<file path="config.mk">
export PLATFORM = sky130hd
export DESIGN_NAME = data_mem_arbiter
export DESIGN_NICKNAME = d
export VERILOG_FILES = /design/src/rtl/data_mem_arbiter_pkg.sv /design/src/rtl/data_mem_arbiter_rr_arb2.sv /design/src/rtl/data_mem_arbiter.sv
export SDC_FILE = /design/constraint.sdc
export NUM_CORES = 1
export LEC_CHECK = 0
export CORE_AREA = 2 2 119 121
export CTS_CLUSTER_SIZE = 24
export DETAILED_ROUTE_END_ITERATION = 7
export DIE_AREA = 0 0 121 123
export HOLD_SLACK_MARGIN = 0.15
export PLACE_DENSITY = 0.75
export SYNTH_ARGS = -nofsm -noshare
export SYNTH_HDL_FRONTEND = slang
export SYNTH_SLANG_ARGS = --single-unit
</file>
<file path="constraint.sdc">
create_clock -name CLK -period 3.37 [get_ports CLK]
set_input_delay 0.5055 -clock CLK [delete_from_list [all_inputs] [get_ports CLK]]
set_output_delay 0.5055 -clock CLK [all_outputs]
set_load 0.03 [all_outputs]
</file>
<file path="src/rtl/data_mem_arbiter_pkg.sv">
// Shared types for the data memory arbiter: FSM encoding and requester indices.
package data_mem_pkg;
  typedef enum logic [1:0] {
    IDLE = 2'd0,
    OWN0 = 2'd1,
    OWN1 = 2'd2
  } arb_state_e;

  localparam int REQ_M0 = 0;
  localparam int REQ_M1 = 1;
endpackage

</file>
<file path="src/rtl/data_mem_arbiter_rr_arb2.sv">
// Two-way round-robin picker: a lone requester wins, a tie goes to the one
// that did not win last.
module rr_arb2 (
  input  logic [1:0] req,
  input  logic       last_gnt,
  output logic [1:0] pick
);
  always_comb begin
    pick = req;
    if (req == 2'b11) pick = last_gnt ? 2'b01 : 2'b10;
  end
endmodule

</file>
<file path="src/rtl/data_mem_arbiter.sv">
// Shares one single-ported data memory between M0 (CPU) and M1 (DMA) with
// round-robin arbitration, bounded lock bursts and out-of-range blocking.
module data_mem_arbiter
  import data_mem_pkg::*;
#(
  parameter int ADDR_W    = 32,
  parameter int DATA_W    = 32,
  parameter int DEPTH     = 100,
  parameter int MAX_BURST = 4
) (
  input  logic              CLK,
  input  logic              RST,
  input  logic              m0_req,
  input  logic              m0_we,
  input  logic              m0_lock,
  input  logic [ADDR_W-1:0] m0_addr,
  input  logic [DATA_W-1:0] m0_wdata,
  output logic              m0_gnt,
  output logic              m0_rvalid,
  output logic [DATA_W-1:0] m0_rdata,
  output logic              m0_err,
  input  logic              m1_req,
  input  logic              m1_we,
  input  logic              m1_lock,
  input  logic [ADDR_W-1:0] m1_addr,
  input  logic [DATA_W-1:0] m1_wdata,
  output logic              m1_gnt,
  output logic              m1_rvalid,
  output logic [DATA_W-1:0] m1_rdata,
  output logic              m1_err,
  output logic [ADDR_W-1:0] mem_A,
  output logic [DATA_W-1:0] mem_WD,
  output logic              mem_WE,
  input  logic [DATA_W-1:0] mem_RD
);
  localparam logic [ADDR_W-1:0] DEPTH_A = ADDR_W'(DEPTH);
  localparam logic [3:0]        MAX_B   = 4'(MAX_BURST);

  arb_state_e state, state_nxt;
  logic [3:0] burst_cnt, cnt_nxt;
  logic       last_gnt;

  logic [1:0]             req, we, lock, in_range, pick, gnt_raw, gnt;
  logic [1:0][ADDR_W-1:0] addr;
  logic [1:0][DATA_W-1:0] wdata;
  logic [1:0]             rvalid_q, err_q;
  logic [1:0][DATA_W-1:0] rdata_q;
  logic                   win;

  assign req   = {m1_req, m0_req};
  assign we    = {m1_we, m0_we};
  assign lock  = {m1_lock, m0_lock};
  assign addr  = {m1_addr, m0_addr};
  assign wdata = {m1_wdata, m0_wdata};

  always_comb begin
    for (int i = 0; i < 2; i++) in_range[i] = addr[i] < DEPTH_A;
  end

  rr_arb2 u_rr (
    .req      (req),
    .last_gnt (last_gnt),
    .pick     (pick)
  );

  // An owner keeps the port only while it keeps requesting; a dropped
  // request yields one grant-less cycle back in IDLE.
  always_comb begin
    gnt_raw   = '0;
    state_nxt = IDLE;
    cnt_nxt   = '0;
    case (state)
      IDLE:    gnt_raw = pick;
      OWN0:    gnt_raw[REQ_M0] = req[REQ_M0];
      OWN1:    gnt_raw[REQ_M1] = req[REQ_M1];
      default: gnt_raw = '0;
    endcase
    gnt = gnt_raw & {2{RST}};
    win = gnt_raw[REQ_M1];
    if (|gnt_raw && lock[win] && (burst_cnt + 4'd1 < MAX_B)) begin
      state_nxt = win ? OWN1 : OWN0;
      cnt_nxt   = burst_cnt + 4'd1;
    end
  end

  always_ff @(posedge CLK or negedge RST) begin
    if (!RST) begin
      state     <= IDLE;
      burst_cnt <= '0;
      last_gnt  <= 1'b1;
    end else begin
      state     <= state_nxt;
      burst_cnt <= cnt_nxt;
      if (|gnt) last_gnt <= win;
    end
  end

  assign m0_gnt = gnt[REQ_M0];
  assign m1_gnt = gnt[REQ_M1];
  assign mem_A  = addr[win];
  assign mem_WD = wdata[win];
  assign mem_WE = (|gnt) & we[win] & in_range[win];

  // Out-of-range reads return zero data with err instead of rvalid.
  always_ff @(posedge CLK or negedge RST) begin
    if (!RST) begin
      rvalid_q <= '0;
      err_q    <= '0;
      rdata_q  <= '0;
    end else begin
      for (int i = 0; i < 2; i++) begin
        rvalid_q[i] <= gnt[i] & ~we[i] & in_range[i];
        err_q[i]    <= gnt[i] & ~in_range[i];
        if (gnt[i] && !we[i]) rdata_q[i] <= in_range[i] ? mem_RD : '0;
      end
    end
  end

  assign m0_rvalid = rvalid_q[REQ_M0];
  assign m0_err    = err_q[REQ_M0];
  assign m0_rdata  = rdata_q[REQ_M0];
  assign m1_rvalid = rvalid_q[REQ_M1];
  assign m1_err    = err_q[REQ_M1];
  assign m1_rdata  = rdata_q[REQ_M1];
endmodule
</file>
# ---- Word level (Yosys, flattened, before mapping)
# Cells that the tools add are included.
dict set report totals {
  reg_bits 75
  latch_bits 0
  mem_bits_rw 0
  romBits 0
  inputBits 168
  output_inout_bits 135
  word_cells 56
  n_memories 0
}
dict set report op_classes {
  add_sub_neg 1
  multipliers 0
  div 0
  n_lt_le_gt_ge 4
  n_eq_ne 3
  n_shift 0
  muxes 19
  n_bitwise 13
  n_reduce_logical 9
}
# operator count
set ops {}
lappend ops {{$mux W32} 6}
lappend ops {{$lt A32 B7 Y1 const B} 2}
lappend ops {{$and A1 B1 Y1} 8}
lappend ops {{$mux W2} 4}
lappend ops {{$mux W1} 6}
lappend ops {{$add A4 B1 Y4 const B} 1}
lappend ops {{$eq A2 B2 Y1 const B} 2}
lappend ops {{$logic_and A1 B1 Y1} 4}
lappend ops {{$lt A4 B3 Y1 const B} 1}
lappend ops {{$mux W4} 1}
lappend ops {{$not A1 Y1} 4}
lappend ops {{$pmux W1 S2} 2}
lappend ops {{$reduce_or A2 Y1} 2}
lappend ops {{$and A2 B2 Y2} 1}
lappend ops {{$eq A2 B1 Y1 const B} 1}
lappend ops {{$logic_not A1 Y1} 2}
lappend ops {{$logic_not A2 Y1} 1}
lappend ops {{$lt A1 B2 Y1 const B} 1}

# ---- Depth between registers and ports, before layout
dict set report depth {
  ltp_word 8
  ltp_mapped 6
  mapped_depth_nobuf 6
}

# ---- By module
# A second synthesis with hierarchy kept.
dict set report unflattened {
  cells_unflattened 329
  hier_area_um2 4000.1
}
# mod n_inst cells_each area_per_inst_um2 seq_area_each_um2
set modules_own_cells {}
lappend modules_own_cells {data_mem_arbiter 1 326 3981.3 1878.1}
lappend modules_own_cells {rr_arb2 1 3 18.8 0.0}

# ---- Worst setup path before layout
# Ideal clock, no wire load.
dict set report synth_path {
  kind {input-to-output}
  start {input m1_req}
  end {output mem_WE}
  arrival_time_ps 2090
  required_ps 2864
  setup_slack_ps 775
  cell_stages 6
  path_buffers 0
  path_cell_list {nor2b_1 > and2_1 > nand2_1 > inv_1 > nand3_1 > o32ai_1}
}
dict set report synth_via {
  elab_chain_len 7
  word_cells_on_any_way 12
  cone_classes {1 x eq/ne; 7 x mux; 3 x bitwise; 1 x reduce/logical}
}
# element line
set synth_lines {}
lappend synth_lines {{start, declared} data_mem_arbiter.sv:22} ;# input logic m1_req,
lappend synth_lines {{$eq A2 B2 Y1} data_mem_arbiter_rr_arb2.sv:10} ;# if (req == 2'b11) pick = last_gnt ? 2'b01 : 2'b10;
lappend synth_lines {{$mux W2} data_mem_arbiter_rr_arb2.sv:10}
lappend synth_lines {{$pmux W1 S2 (*)} data_mem_arbiter.sv:72} ;# case (state)
lappend synth_lines {{$and A2 B2 Y2 (*)} data_mem_arbiter.sv:78} ;# gnt = gnt_raw & {2{RST}};
lappend synth_lines {{via m1_gnt} data_mem_arbiter.sv:27} ;# output logic m1_gnt,
lappend synth_lines {{$reduce_or A2 Y1 (*)} data_mem_arbiter.sv:102} ;# assign mem_WE = (|gnt) & we[win] & in_range[win];
lappend synth_lines {{$and A1 B1 Y1 (*) (2 in a row)} data_mem_arbiter.sv:102}
lappend synth_lines {{end, declared} data_mem_arbiter.sv:33} ;# output logic mem_WE,
# Mark *: on every way through the listed nets, which the timed path passes. The rest lies on a longest branch. The select of a mux whose other input is x is not followed.

# ---- Final worst setup path
dict set report layout_path {
  start {input m0_addr[27]}
  end {output mem_WE}
}
dict set report layout_via {
  elab_chain_len 4
}
# element line
set layout_lines {}
lappend layout_lines {{start, declared} data_mem_arbiter.sv:16} ;# input logic [ADDR_W-1:0] m0_addr,
lappend layout_lines {{$lt A32 B7 Y1} data_mem_arbiter.sv:57} ;# for (int i = 0; i < 2; i++) in_range[i] = addr[i] < DEPTH_A;
lappend layout_lines {{$mux W1 (implied by the code) (2 in a row)} data_mem_arbiter.sv:102}
lappend layout_lines {{$and A1 B1 Y1} data_mem_arbiter.sv:102}
# Every way passes these cells. The select of a mux whose other input is x is not followed.

==> run metrics <==
run status complete, no violations; via count of the first global-routing pass 4,379; syn avg cell area 8.83 um2; fraction of synthesis flops using an asynchronous set or reset pin 1.00; Post-CTS Hold Fix Bufs 1; max-cap violation count 0; sequential area share after synthesis 0.513; worst vdd ir 232 uV; last weighted congestion value of the routability-driven placer 0.945; Initial Utilization 0.269; FF+latch count, synth 75; cell types occupying the most area after synthesis dfrtp_1, nand2_1, a22o_1; Post-Synthesis Cell Area 0.00366 mm2; depth of the most critical reg-to-reg path 5; min-delay src last_gnt; most common flop cell mapped by yosys dfrtp_1; CTS Buf Count 9; worst hold-check slack 0.492 ns; startpoint type of the worst setup path primary input; layout net count 884; number of flops mapped to enable cells by yosys 0; Flop pwr share 0.342; internal power 1.84 mW; Total Negative Setup Slacks 0 ns; kind of end point of the critical path primary output; Power Dens Cells 362 mW/mm2; routed vias/inst 4.88; number of nets with antenna violations after detailed routing 0; top achievable clock speed 327 MHz; Worst R2R Start last_gnt; overall die height 123 um; portion of the clock cycle consumed by the worst path in the final layout 0.907; Mapped Cells 415; cell family with the largest share of critical-path delay simple AND/OR/NAND/NOR gates; Core Util, Final 0.543; first-pass GRT wire length 23,700 um; area of the core 0.0136 mm2; Clock Power Share 0.320; clock edge transition at the registers on the reported setup and hold paths 0.06 ns; DR pass1 iterations 5; die area 0.0149 mm2; actual slew at the worst max-slew pin 0.826 ns; count of standard-cell rows 43; count of endpoints failing setup in the final report 0; area overhead of the layout relative to synthesis 102%; CTS Buffer Depth 2; number of sinks driven by the clock tree 75; Worst Skew 0.00701 ns; Bufs and invs on worst path 3; post-cts gate resize count 0; biggest cell delay along the critical path 0.45 ns; Leakage Power 3.38 nW; drt first-iter violations 327; destination of the worst hold path last_gnt; total number of yosys warnings 0; Final Hold Violating Endpoints 0; number of setup buffers added after CTS 0; drt wl/cell 17.9 um; Die Width 121 um; total power draw 2.67 mW; maximum fanout along the worst path 3; maximum number of pins on one net before global-route repair 67; clk root buf clkbuf_16; setup repair after global routing missed its margin no; internal reg-to-reg setup slack 1.42 ns; initial antenna violation count 0; type of the setup path with the least slack in2out; via count 4,391; Critical Path AT 2.55 ns; number of H-tree levels 3; share of cells above drive strength 1 0.0764; CP cell instances clkdlybuf4s50_1 > nor4_1 > nand4_1 > or2_2 > o32ai_1 > buf_4 > buf_12; I/O Pins 303; TritonCTS clock tree built; GRT Util Overall 0.208; slew margin rel. 0.449; detailed-route wire length 16,100 um; part of the total power dissipated in combinational logic 0.338; kind of path behind the tightest hold check reg2reg; worst hold path stage count 2; startpoint of the worst setup timing path m0_addr[27]; count of unique library cells instantiated by Yosys 30; cell accounting for the most synthesized area dfrtp_1; grt ovf 0; area share of the largest cell type after synthesis 0.505; IO buf count 302; switching share of total power 0.310; sum of net half-perimeters after detailed placement 13,000 um; net switching power of the design 0.828 mW; end of the worst register-to-register path m0_rdata[20]; final period demand of the worst path 3.06 ns; final max-slew violation count 0; Slowest-stage cell, CP nor4_1; Residual DRC 0; worst skew pair latency 0.33 ns; number of antenna diodes 0; CP Data Required Time 2.86 ns
[cell usage in the layout, fill, tap and decap left out, drive strengths merged, types with 4 or more instances in the layout]
master         instances
clkdlybuf4s50        282
nand2                196
dfrtp                 74
a22o                  65
buf                   32
nor4                  10
nor2                   9
clkbuf                 9
nand3                  5
clkinv                 4
[cells in the mapped netlist, types with 2 or more instances]
cell type  instances
nor2_1             9
nor4b_4            2
or3_1              2
buf_1              2
o311ai_0           2
nor3_1             2
nor4_1            10
nand3_1            5
nand2_1          196
dfrtp_1           74
buf_2              4
nand4_1            3
clkbuf_1          18
a22o_1            65
nand3b_1           3
inv_1              2
buf_6              3
[registers in the layout (all words and copies together) (netlist names)]
signal / count
err_q: 2
last_gnt: 1
rvalid_q: 2
burst_cnt: 4
m0_rdata: 32
m1_rdata: 32
state: 2
[per-stage QoR]
stage | instance area, um2 | setup slack, ns | cells
final | 7380 | 0.313 | 900
after global routing | 7380 | 0.150 | 900
after CTS | 7380 | 0.296 | 900
after detailed placement | 7110 | 0.298 | 883
after global placement | 7110 | 0.336 | 883
after floorplan | 3670 | 0.775 | 416
[kinds of logic after synthesis]
kind of cell,share of synthesized area
other,0.00102
adders and majority gates,0.00341
DFF,0.513
AOI/OAI and AO/OA,0.169
buffers and inverters,0.0372
and+or+nand+nor,0.277
[metal layers]
metal	track usage	wire, um	part of all wire
met1	0.241	6050	0.38
met5	0	0	0
met2	0.360	8220	0.51
met3	0.0572	1250	0.078
met4	0.0908	567	0.035
[cell type report]
class | count | area, um2
Clock inverter | 7 | 43.8
Fill cell | 1155 | 6230
Tap cell | 180 | 225
Inverter | 2 | 7.51
Timing Repair Buffer | 315 | 3350
Sequential cell | 75 | 1880
Multi-Input combinational cell | 312 | 1660
Clock buffer | 9 | 225
[worst max-delay path by stage]
stage               endpoint  slack, ns  cells after the start
floorplan             mem_WE       0.77                      6
global placement      mem_WE       0.34                      7
detailed placement    mem_WE       0.30                     10
CTS                   mem_WE       0.30                     10
global route          mem_WE       0.15                     10
finish                mem_WE       0.31                      7
[power groups by stage]
stage	combinational (mW)	clock, mW	sequential, mW
after CTS	0.910	0.880	0.914
after global placement	0.897	0	0.929
final	0.902	0.856	0.914
after floorplan	0.344	0	0.931
after detailed placement	0.906	0	0.930
after global routing	0.953	0.934	0.914
[worst reg2reg max path: cells and delay by family, from the launching register on]
| family | cells | cell delay, ns |
|---|---|---|
| buf+inv | 1 | 0.38 |
| compound gates | 1 | 0.23 |
| flops | 1 | 0.56 |
| simple gates | 3 | 0.72 |
Note: power is estimated with default switching activity, not from simulation.
